[config.mk]
export PLATFORM = sky130hd
export DESIGN_NAME = conv_result_collector_flat
export DESIGN_NICKNAME = d
export VERILOG_FILES = /design/src/rtl/conv_result_collector_if.sv /design/src/rtl/conv_result_collector.sv /design/src/flat_wrapper.sv
export SDC_FILE = /design/constraint.sdc
export NUM_CORES = 1
export LEC_CHECK = 0
export CAP_MARGIN = 20
export CORE_MARGIN = 2
export CORE_UTILIZATION = 64
export CTS_CLUSTER_DIAMETER = 80
export DETAILED_ROUTE_END_ITERATION = 8
export PLACE_DENSITY = 0.87
export SYNTH_ARGS = -nofsm -noshare
export SYNTH_HDL_FRONTEND = slang
export SYNTH_SLANG_ARGS = --single-unit
export TNS_END_PERCENT = 30
[constraint.sdc]
create_clock -name clk -period 11.5 [get_ports clk]
set_clock_uncertainty 0.1 [all_clocks]
set_input_delay 1.725 -clock clk [delete_from_list [all_inputs] [get_ports clk]]
set_output_delay 1.725 -clock clk [all_outputs]
set_load 0.1 [all_outputs]
[src/rtl/conv_result_collector_if.sv]
// Result-byte stream from the conv engines into the collector.
// The producer drives in_valid/in_data; the collector drives ready.
interface conv_result_collector_if #(
    parameter int DATA_W = 8
);
    logic              in_valid;
    logic [DATA_W-1:0] in_data;
    logic              ready;

    modport master (output in_valid, output in_data, input ready);
    modport slave  (input in_valid, input in_data, output ready);
endinterface

[src/rtl/conv_result_collector.sv]
// Captures one frame of 2x2 results from every conv engine and flags which
// engines agree with engine 0. Engine 0's results are also presented in parallel.
module conv_result_collector #(
    parameter  int DATA_W      = 8,
    parameter  int NUM_ENG     = 3,
    parameter  int RES_PER_ENG = 4,
    parameter  int TIMEOUT     = 255,
    localparam int TOTAL       = NUM_ENG * RES_PER_ENG,
    localparam int IDX_W       = $clog2(TOTAL)
) (
    input  logic                   clk,
    input  logic                   reset,
    input  logic                   run,
    conv_result_collector_if.slave s,
    output logic [DATA_W-1:0]      c11,
    output logic [DATA_W-1:0]      c12,
    output logic [DATA_W-1:0]      c21,
    output logic [DATA_W-1:0]      c22,
    output logic [NUM_ENG-1:0]     match,
    output logic                   done,
    output logic                   error,
    input  logic [IDX_W-1:0]       rd_idx,
    output logic [DATA_W-1:0]      rd_data
);
    localparam int PTR_W = $clog2(TOTAL + 1);
    localparam int TMR_W = $clog2(TIMEOUT + 1);
    localparam int ENG_W = (NUM_ENG > 1) ? $clog2(NUM_ENG + 1) : 1;

    typedef enum logic [2:0] {IDLE, COLLECT, COMPARE, DONE, ERR} state_t;

    state_t                         state_q, state_d;
    logic [TOTAL-1:0][DATA_W-1:0]   buf_q;
    logic [PTR_W-1:0]               ptr;
    logic [TMR_W-1:0]               timer;
    logic                           run_q;
    logic                           run_rise;
    logic                           start;
    logic                           xfer;
    logic                           last_byte;
    logic                           tmo;
    logic [IDX_W-1:0]               gold;
    logic [ENG_W-1:0]               eng;
    logic                           cmp_vld;
    logic                           cmp_neq;
    logic [ENG_W-1:0]               cmp_eng;

    assign run_rise  = run & ~run_q;
    assign xfer      = s.in_valid & s.ready;
    assign last_byte = (ptr == PTR_W'(TOTAL - 1));
    assign tmo       = (timer == TMR_W'(TIMEOUT - 1));

    always_ff @(posedge clk or posedge reset) begin
        if (reset) state_q <= IDLE;
        else       state_q <= state_d;
    end

    always_comb begin
        state_d = state_q;
        start   = 1'b0;
        s.ready = 1'b0;
        done    = 1'b0;
        error   = 1'b0;
        case (state_q)
            IDLE: begin
                if (run_rise) begin
                    start   = 1'b1;
                    state_d = COLLECT;
                end
            end
            COLLECT: begin
                s.ready = 1'b1;
                if (xfer && last_byte) state_d = COMPARE;
                else if (!xfer && tmo) state_d = ERR;
            end
            // ptr reaching TOTAL means every slot is issued; one more cycle drains the last compare
            COMPARE: begin
                if (ptr == PTR_W'(TOTAL)) state_d = DONE;
            end
            DONE: begin
                done = 1'b1;
                if (run_rise) begin
                    start   = 1'b1;
                    state_d = COLLECT;
                end
            end
            ERR: begin
                error = 1'b1;
                if (run_rise) begin
                    start   = 1'b1;
                    state_d = COLLECT;
                end
            end
            default: state_d = IDLE;
        endcase
    end

    always_ff @(posedge clk or posedge reset) begin
        if (reset) begin
            buf_q   <= '0;
            ptr     <= '0;
            timer   <= '0;
            run_q   <= 1'b0;
            match   <= '1;
            gold    <= '0;
            eng     <= '0;
            cmp_vld <= 1'b0;
            cmp_neq <= 1'b0;
            cmp_eng <= '0;
        end else begin
            run_q   <= run;
            cmp_vld <= 1'b0;
            if (start) begin
                ptr   <= '0;
                timer <= '0;
                match <= '1;
            end else begin
                case (state_q)
                    COLLECT: begin
                        if (xfer) begin
                            buf_q[ptr[IDX_W-1:0]] <= s.in_data;
                            timer <= '0;
                            // ptr is reused as the compare cursor, starting at engine 1
                            if (last_byte) begin
                                ptr  <= PTR_W'(RES_PER_ENG);
                                gold <= '0;
                                eng  <= ENG_W'(1);
                            end else begin
                                ptr <= ptr + 1'b1;
                            end
                        end else begin
                            timer <= timer + 1'b1;
                        end
                    end
                    COMPARE: begin
                        if (ptr != PTR_W'(TOTAL)) begin
                            cmp_vld <= 1'b1;
                            cmp_neq <= (buf_q[ptr[IDX_W-1:0]] != buf_q[gold]);
                            cmp_eng <= eng;
                            ptr     <= ptr + 1'b1;
                            if (gold == IDX_W'(RES_PER_ENG - 1)) begin
                                gold <= '0;
                                eng  <= eng + 1'b1;
                            end else begin
                                gold <= gold + 1'b1;
                            end
                        end
                    end
                    default: ;
                endcase
            end
            if (cmp_vld && cmp_neq) match[cmp_eng] <= 1'b0;
        end
    end

    assign c11 = buf_q[0];
    assign c12 = buf_q[1];
    assign c21 = buf_q[2];
    assign c22 = buf_q[3];

    assign rd_data = (32'(rd_idx) < TOTAL) ? buf_q[rd_idx] : '0;
endmodule

[src/flat_wrapper.sv]
// flat-port wrapper written by rule: the top's interface ports become plain ports
module conv_result_collector_flat 
#(
    parameter  int DATA_W      = 8,
    parameter  int NUM_ENG     = 3,
    parameter  int RES_PER_ENG = 4,
    parameter  int TIMEOUT     = 255,
    localparam int TOTAL       = NUM_ENG * RES_PER_ENG,
    localparam int IDX_W       = $clog2(TOTAL)
)
  (clk, reset, run, c11, c12, c21, c22, match, done, error, rd_idx, rd_data, s_in_valid, s_in_data, s_ready);
  conv_result_collector_if #(.DATA_W(DATA_W)) s_i ();
  input  logic clk;
  input  logic reset;
  input  logic run;
  output logic [DATA_W-1:0] c11;
  output logic [DATA_W-1:0] c12;
  output logic [DATA_W-1:0] c21;
  output logic [DATA_W-1:0] c22;
  output logic [NUM_ENG-1:0] match;
  output logic done;
  output logic error;
  input  logic [IDX_W-1:0] rd_idx;
  output logic [DATA_W-1:0] rd_data;
  input wire logic [$bits(s_i.in_valid)-1:0] s_in_valid;
  input wire logic [$bits(s_i.in_data)-1:0] s_in_data;
  output wire logic [$bits(s_i.ready)-1:0] s_ready;
  assign s_i.in_valid = s_in_valid;
  assign s_i.in_data = s_in_data;
  assign s_ready = s_i.ready;
  conv_result_collector #(.DATA_W(DATA_W), .NUM_ENG(NUM_ENG), .RES_PER_ENG(RES_PER_ENG), .TIMEOUT(TIMEOUT)) u_core (.clk(clk), .reset(reset), .run(run), .s(s_i), .c11(c11), .c12(c12), .c21(c21), .c22(c22), .match(match), .done(done), .error(error), .rd_idx(rd_idx), .rd_data(rd_data));
endmodule
# Word-level counts from Yosys, hierarchy flattened
# Index checks and enable logic that the tools add are counted.
[word_totals]
register_bits = 125
inputBits = 16
output_inout_bits = 46
word_cells = 120
[classes]
addsub = 4
magnitude_cmp = 7
n_eq_ne = 19
muxes = 45
bitwise = 6
n_reduce_logical = 17
[ops]
columns = ["cell", "n"]
rows = [
  ["8-bit binary-select mux with 4-bit select", 3],
  ["96-bit bitwise mux", 1],
  ["8-bit two-way mux", 8],
  ["8-bit demux with 4-bit select", 1],
  ["4-bit two-way mux", 8],
  ["3-bit two-way mux", 6],
  ["4-bit case mux with 2 select lines", 2],
  ["4-bit by 5-bit less-than comparator with 1-bit output, second input constant", 3],
  ["2-bit by 1-bit != test with 1-bit output, second input constant", 6],
  ["3-bit AND reduction", 4],
  ["1-bit two-way mux", 9],
  ["3-bit by 1-bit != test with 1-bit output, second input constant", 3],
  ["3-bit case mux with 3 select lines", 1],
  ["4-bit by 1-bit adder with 4-bit output, second input constant", 2],
  ["8-bit by 1-bit adder with 8-bit output, second input constant", 1],
  ["4-bit equality test, second input constant", 2],
  ["8-bit equality test, second input constant", 1],
  ["2-bit two-way mux", 4],
  ["8-bit != test", 1],
  ["3-bit by 2-bit equality test with 1-bit output, second input constant", 2],
  ["6-bit AND reduction", 1],
  ["1-bit logical AND", 5],
  ["5-bit AND reduction", 1],
  ["4-bit by 2-bit equality test with 1-bit output, second input constant", 1],
  ["19 further kinds", 22],
]

# Longest topological paths before layout
# Gate-level depths: netlist (run 1).
[logic_depth]
ltp_word = 8
ltp_mapped = 11
mapped_depth_nobuf = 8

# Worst setup path before layout (run 1)
# OpenSTA, ideal clock, no wires.
[synth_path]
kind = "input to output"
from = "input port rd_idx[3]"
to = "output port rd_data[5]"
arrival_ns = 4.820
t_required_ns = 9.675
setup_slack_ns = 4.855
stages = 5
path_buffers = 2
path_cell_list = "clkbuf_1 > clkbuf_1 > mux4_2 > mux2i_1 > o21ai_0"
[synth_via]
elab_chain_cells = 3
word_cells_on_any_way = 4
classes_between = "order compare: 1; mux: 3"
[synth_lines]
columns = ["element", "line_no", "rtl"]
rows = [
  ["start: declaration", "flat_wrapper.sv:23", "input logic [IDX_W-1:0] rd_idx;"],
  ["8-bit binary-select mux with 4-bit select", "conv_result_collector.sv:160", "assign rd_data = (32'(rd_idx) < TOTAL) ? buf_q[rd_idx] : '0;"],
  ["8-bit two-way mux (implied by the code)", "conv_result_collector.sv:160", ""],
  ["8-bit two-way mux *", "conv_result_collector.sv:160", ""],
  ["end: declaration", "flat_wrapper.sv:24", "output logic [DATA_W-1:0] rd_data;"],
]
# Mark *: on every way between the ends. The rest lies on a longest branch, timed or not. The select of a mux whose other input is x is not followed.

# Final worst setup path (run 1)
[layout_path]
from = "input port rd_idx[3]"
to = "output port rd_data[6]"
# The elaborated chain is that of the path after synthesis.

==> impl_metrics.tcl, run 1 <==
set metrics [dict create \
    row_count 40 \
    rsz0062_at_grt "false" \
    grt_antenna_before_repair 0 \
    final_nets 621 \
    grt_max_degree 70 \
    io_pins 62 \
    syn-num-nets 609 \
    wl_per_cell_um 25.28 \
    synth-edff-count 0 \
    drv_cap 0 \
    dp_hpwl_mm 12.37 \
    gp_congestion 0.8868 \
    syn_area_mm2 0.007694 \
    path_max_fanout 17 \
    drt_wl_total_mm 19.17 \
    finalMaxSlewViolations 0 \
    critical_path_class "input port to primary output" \
    ys_seq_elements 125 \
    hold_buffers 0 \
    hold_violations 0 \
    drc_errors 0 \
    min_period_ps 6735 \
    synth_seq_area_share 0.4071 \
    startpoint "rd_idx[3]" \
    clockRootBuffer "clkbuf_16" \
    h-tree-depth 4 \
    status "complete, no violations" \
    io_buffers 61 \
    cp-start-kind "input port" \
    finalSetupTns_ps 0 \
    synth_area_per_cell_um2 13.13 \
    ant_nets 0 \
    multi_input_area_mm2 0.004030 \
    cts_buffers 17 \
    worstHoldStart "u_core.cmp_eng[0]" \
    synth.distinct_cells 52 \
    first_pass_iters 5 \
    syn_inst 586 \
    regArea_mm2 0.003133 \
    final_cell_area_mm2 0.008627 \
    via_count 5366 \
    vias_per_cell 7.079 \
    track_usage 0.3196 \
    whs_ps 379.1 \
    fin_crit_sh 0.5856 \
    dieWidth_um 113.6 \
    drive_gt1_frac 0.2111 \
    finalSetupViolations 0 \
    worst_hold_path_type "flip-flop to flip-flop" \
    ir_drop_mv 0.1245 \
    first_global_vias 5420 \
    clkTransAtPathRegs_ps 50 \
    clockBufferDepth 2 \
    endpoint_kind "primary output" \
    leakage_nw 3.753 \
    post_cts_resized 0 \
    arrival_ps 4910 \
    die_area_mm2 0.01291 \
    powerDensity_mw_per_mm2 267.0 \
    timing.rr.start "u_core.gold[0]" \
    relSlewSlack 0.2372 \
    ys.flop_type "dfrtp_1" \
    yosysWarnings 0 \
    clock-sinks 125 \
    cp.required_ps 9680 \
    grt-ovfl-total 0 \
    cts_tree "built" \
    insertion_delay_ps 430 \
    synthArstFlopShare 1.000 \
    core-area_mm2 0.01186 \
    tightest_slew_ps 1141 \
    post_cts_buffers 0 \
    area_growth_pct 12.13 \
    drt-initial-drc-count 668 \
    die-height_um 113.6 \
    grt_pass1_wl_mm 30.37 \
    postPlaceCellArea_mm2 0.008026 \
    initial_core_util 0.6486 \
    fillers 738 \
    antenna-diode-count 0 \
    clock.fmax_mhz 148.5 \
]
[per-stage QoR]
step                utilization  power, mW  std cells  setup WS [ps]
CTS                      0.7273      2.296        758           4833
finish                   0.7273      2.303        758           4765
global route             0.7273      2.381        758           4687
global placement         0.6767      1.710        726           4923
floorplan                     -      1.578        586           4855
detailed placement       0.6767      1.742        726           4836
[sequential cells by signal (all words and copies together) (netlist names), 2 cells and up]
register and count:
u_core.timer 8, u_core.c11 8, u_core.c22 8, u_core.buf_q 64
u_core.ptr 4, u_core.cmp_eng 2, u_core.c21 8, u_core.state_q 3
u_core.eng 2, u_core.match 3, u_core.c12 8, u_core.gold 4
[power breakdown]
| part | internal (mW) | switching (mW) |
|---|---|---|
| sequential | 0.536 | 0.124 |
| combinational | 0.374 | 0.724 |
| clock | 0.350 | 0.195 |
[placed cells by master (no fill, tap or decap), types with 12 or more instances in the layout]
master,synthesis,final
dfrtp_1,122,121
mux2_1,89,89
mux4_2,63,63
clkdlybuf4s50_1,0,60
nand2_1,39,39
o21ai_0,27,27
nor2_1,18,18
clkbuf_16,0,17
mux2i_1,13,13
a21oi_1,12,12
[synthesized netlist by cell type (2+ instances only)]
master    instances  area, um2
nand2b_1          5      31.28
xor2_1           10      87.58
mux2_1           89       1002
xnor2_1           3      26.28
buf_1             4      15.01
inv_1             7      26.28
nand2_1          39      146.4
nor2b_1           7      43.79
a21oi_2           3      26.28
buf_6             4      45.04
mux4_2           63       1419
nand3_1           9      45.04
clkbuf_8          2      27.53
dfrtp_1         122       3053
o21ai_0          27      135.1
and3_1            4      25.02
buf_2             9      45.04
buf_4            38      285.3
o41ai_1           2      17.52
nor3_1            5      25.02
and2_1            5      31.28
inv_2             2      7.510
o32a_1            2      20.02
nor2_1           18      67.56
o221ai_1          2      17.52
a21oi_1          12      60.06
a31oi_1           2      12.51
a22o_1           11      96.34
ha_1              7      87.58
clkbuf_1         14      52.55
mux2_2           11      123.9
dfstp_2           3      78.83
mux4_1            6      157.7
o21ai_1           3      15.01
o31ai_1           4      30.03
mux2i_1          13      130.1
nand2_2           4      25.02
[cells by family (layout without fill, tap and decap cells)]
logic type                 count (synthesis)  in the layout  synth area share
buffers and inverters                     82            107           0.06912
DFF                                      125            125            0.4071
and+or+nand+nor                          105            105           0.06700
xor gates and xnor gates                  13             13           0.01480
adders and majority gates                  7              7           0.01138
muxes                                    183            183            0.3714
AOI/OAI and AO/OA                         71             71           0.05920
[routing by layer]
layer / share of wire / GRT usage / routed length (um)
met2: 0.46 / 0.4739 / 8890
met3: 0.11 / 0.09989 / 2061
met4: 0.051 / 0.1854 / 980
met5: 0 / 0 / 0
met1: 0.38 / 0.4212 / 7234
[area by class of cell]
class | instances | area share
flip-flops and latches | 125 | 0.3632
repair buffers | 66 | 0.07455
inverters | 9 | 0.004206
clock buffers | 20 | 0.05294
multi-input cells | 379 | 0.4672
well taps | 147 | 0.02132
clock inverters | 12 | 0.01668
[final timing paths]
check                                        to  slack (ps)  depth (start not counted)
min in group asynchronous         u_core.ptr[1]        1730                          2
worst min register to register  u_core.match[1]         380                          1
max in group asynchronous        u_core.gold[0]        8300                          3
worst max-delay path                 rd_data[6]        4770                          5
worst max register to register   u_core.cmp_neq        8510                          6
worst min-delay path            u_core.match[1]         380                          1
[critical path, stage by stage]
cell and delay (ps):
clkdlybuf4s50_1 910, nor2b_1 780, nand2_1 140, o21ai_0 150, clkdlybuf4s50_1 1200
No activity file was read; power rests on OpenSTA's default activity.
==> run 2: changes to the inputs <==
Settings changed: CORE_UTILIZATION 64 to 59, PLACE_DENSITY 0.87 to 0.81.
Clock period 11.5 ns to 6.7 ns, I/O delays scaled along.
==> impl_metrics.tcl, run 2 (same netlist as run 1, synthesis figures left out) <==
set metrics [dict create \
    largest_reg_flops 64 \
    arrival_ps 3990 \
    ir_drop_mv 0.2429 \
    io_buffers 61 \
    clkPwrFrac 0.252 \
    wl_per_cell_um 24.18 \
    grt_pass1_wl_mm 30.26 \
    drt-initial-drc-count 605 \
    antenna-diode-count 0 \
    top_register "u_core.buf_q" \
    crit_buf_inv 2 \
    cp-start-kind "input port" \
    status "complete, no violations" \
    hold_buffers 0 \
    initial_core_util 0.6072 \
    p_seq_frac 0.280 \
    internal_power_mw 2.238 \
    dieWidth_um 118.2 \
    min_period_ps 5097 \
    layout_commonest_cell "dfrtp_1" \
    clock.fmax_mhz 196.2 \
    grt_max_degree 67 \
    path_max_fanout 16 \
    first_global_vias 5213 \
    clkTransAtPathRegs_ps 50 \
    grt_antenna_before_repair 0 \
    row_count 41 \
    worstPathCellList "clkdlybuf4s50_1, mux4_2, nand2_1, o21ai_0, clkdlybuf4s50_1" \
    insertion_delay_ps 420 \
    slowest_delay_ps 1200 \
    cts_buffers 17 \
    clockBufferDepth 2 \
    die_area_mm2 0.01397 \
    final_nets 624 \
    cp.required_ps 5590 \
    drt_wl_total_mm 19.01 \
    rsz0062_at_grt "false" \
    critical_path_class "input port to primary output" \
    vias_per_cell 6.684 \
    core-area_mm2 0.01267 \
    gp_congestion 0.8732 \
    finalSetupTns_ps 0 \
    first_pass_iters 5 \
    track_usage 0.2865 \
    clockRootBuffer "clkbuf_16" \
    combPwrFrac 0.468 \
    drc_errors 0 \
    powerDensity_mw_per_mm2 459.1 \
    crit_path_frequent_cell "clkdlybuf4s50_1" \
    leakage_nw 3.793 \
    drv_cap 0 \
    clock-sinks 125 \
    cts_tree "built" \
    tightest_slew_ps 1077 \
    p_sw_frac 0.4414 \
    relSlewSlack 0.2794 \
    fin_crit_sh 0.7608 \
    dp_hpwl_mm 11.95 \
    io_pins 62 \
    cp_top_family "buffers and inverters" \
    layout_common_cells "121 x dfrtp_1, 89 x mux2_1, 63 x mux4_2" \
    h-tree-depth 4 \
    ant_nets 0 \
    grt-ovfl-total 0 \
    slowest_stage "clkdlybuf4s50_1" \
    finalMaxSlewViolations 0 \
    finalSetupViolations 0 \
    post_cts_resized 0 \
    finalPower_mw 4.006 \
    hold_violations 0 \
    via_count 5254 \
    area_growth_pct 13.42 \
    die-height_um 118.2 \
    worst_hold_path_type "flip-flop to flip-flop" \
    drive_gt1_frac 0.2166 \
    post_cts_buffers 0 \
    p_switching_mw 1.769 \
    endpoint_kind "primary output" \
]
[run 2: cell count changes in the layout (fill, tap and decap cells not counted)]
cell / before / now
buf_4: 5 / 9
bufinv_16: 3 / 5
clkdlybuf4s50_1: 60 / 59
clkinv_2: 6 / 5
clkinv_4: 0 / 1
clkinvlp_4: 2 / 1
inv_6: 1 / 0
[run 2: per-stage QoR]
| step | setup WS [ps] | instances | utilization | hold slack (ps) | cell area [um2] |
|---|---|---|---|---|---|
| after CTS | 1643 | 786 | 0.6887 | 378.3 | 8726 |
| after global placement | 1708 | 754 | 0.6375 | 357.1 | 8078 |
| final | 1603 | 786 | 0.6887 | 378.2 | 8726 |
| after floorplan | 1495 | 586 | - | 327.2 | 7694 |
| after detailed placement | 1681 | 754 | 0.6375 | 369.3 | 8078 |
| after global routing | 1584 | 786 | 0.6887 | 403.0 | 8726 |
[run 2: cell type report]
type | count | area, um2
sequential | 125 | 3133
timing repair buffer | 69 | 663.1
inverter | 9 | 36.28
clock buffer | 20 | 456.7
multi-input combinational | 379 | 4030
tap | 172 | 215.2
clock inverter | 12 | 191.4
fill | 887 | 3945
[run 2: path summary, 6_finish.rpt]
path	startpoint	to	slack, ps	cells past startpoint
hold / removal	u_core.timer[4]	u_core.timer[4]	380	1
max in group asynchronous	reset	u_core.buf_q[78]	4160	3
hold reg to reg	u_core.timer[4]	u_core.timer[4]	380	1
setup reg to reg	u_core.gold[0]	u_core.cmp_neq	3590	6
min in group asynchronous	reset	u_core.timer[2]	980	2
setup / recovery	rd_idx[1]	rd_data[7]	1600	5
[run 2: per-layer routing]
layer  track usage  part of all wire  vias to the layer above  routed length [um]
met1        0.3809              0.39                     2644                7429
met2        0.4375              0.48                      341                9136
met4        0.1220             0.029                        0                 546
li1              -                 -                     2217                   -
met5             0                 0                        -                   0
met3       0.09073              0.10                       52                1896
[run 2: power groups by stage]
stage | Sequential [mW] | Combinational [mW] | Clock, mW
detailed placement | 1.12 | 1.86 | 0
floorplan | 1.05 | 1.66 | 0
global route | 1.15 | 1.95 | 1.06
global placement | 1.10 | 1.83 | 0
CTS | 1.11 | 1.88 | 1.02
finish | 1.12 | 1.88 | 1.01
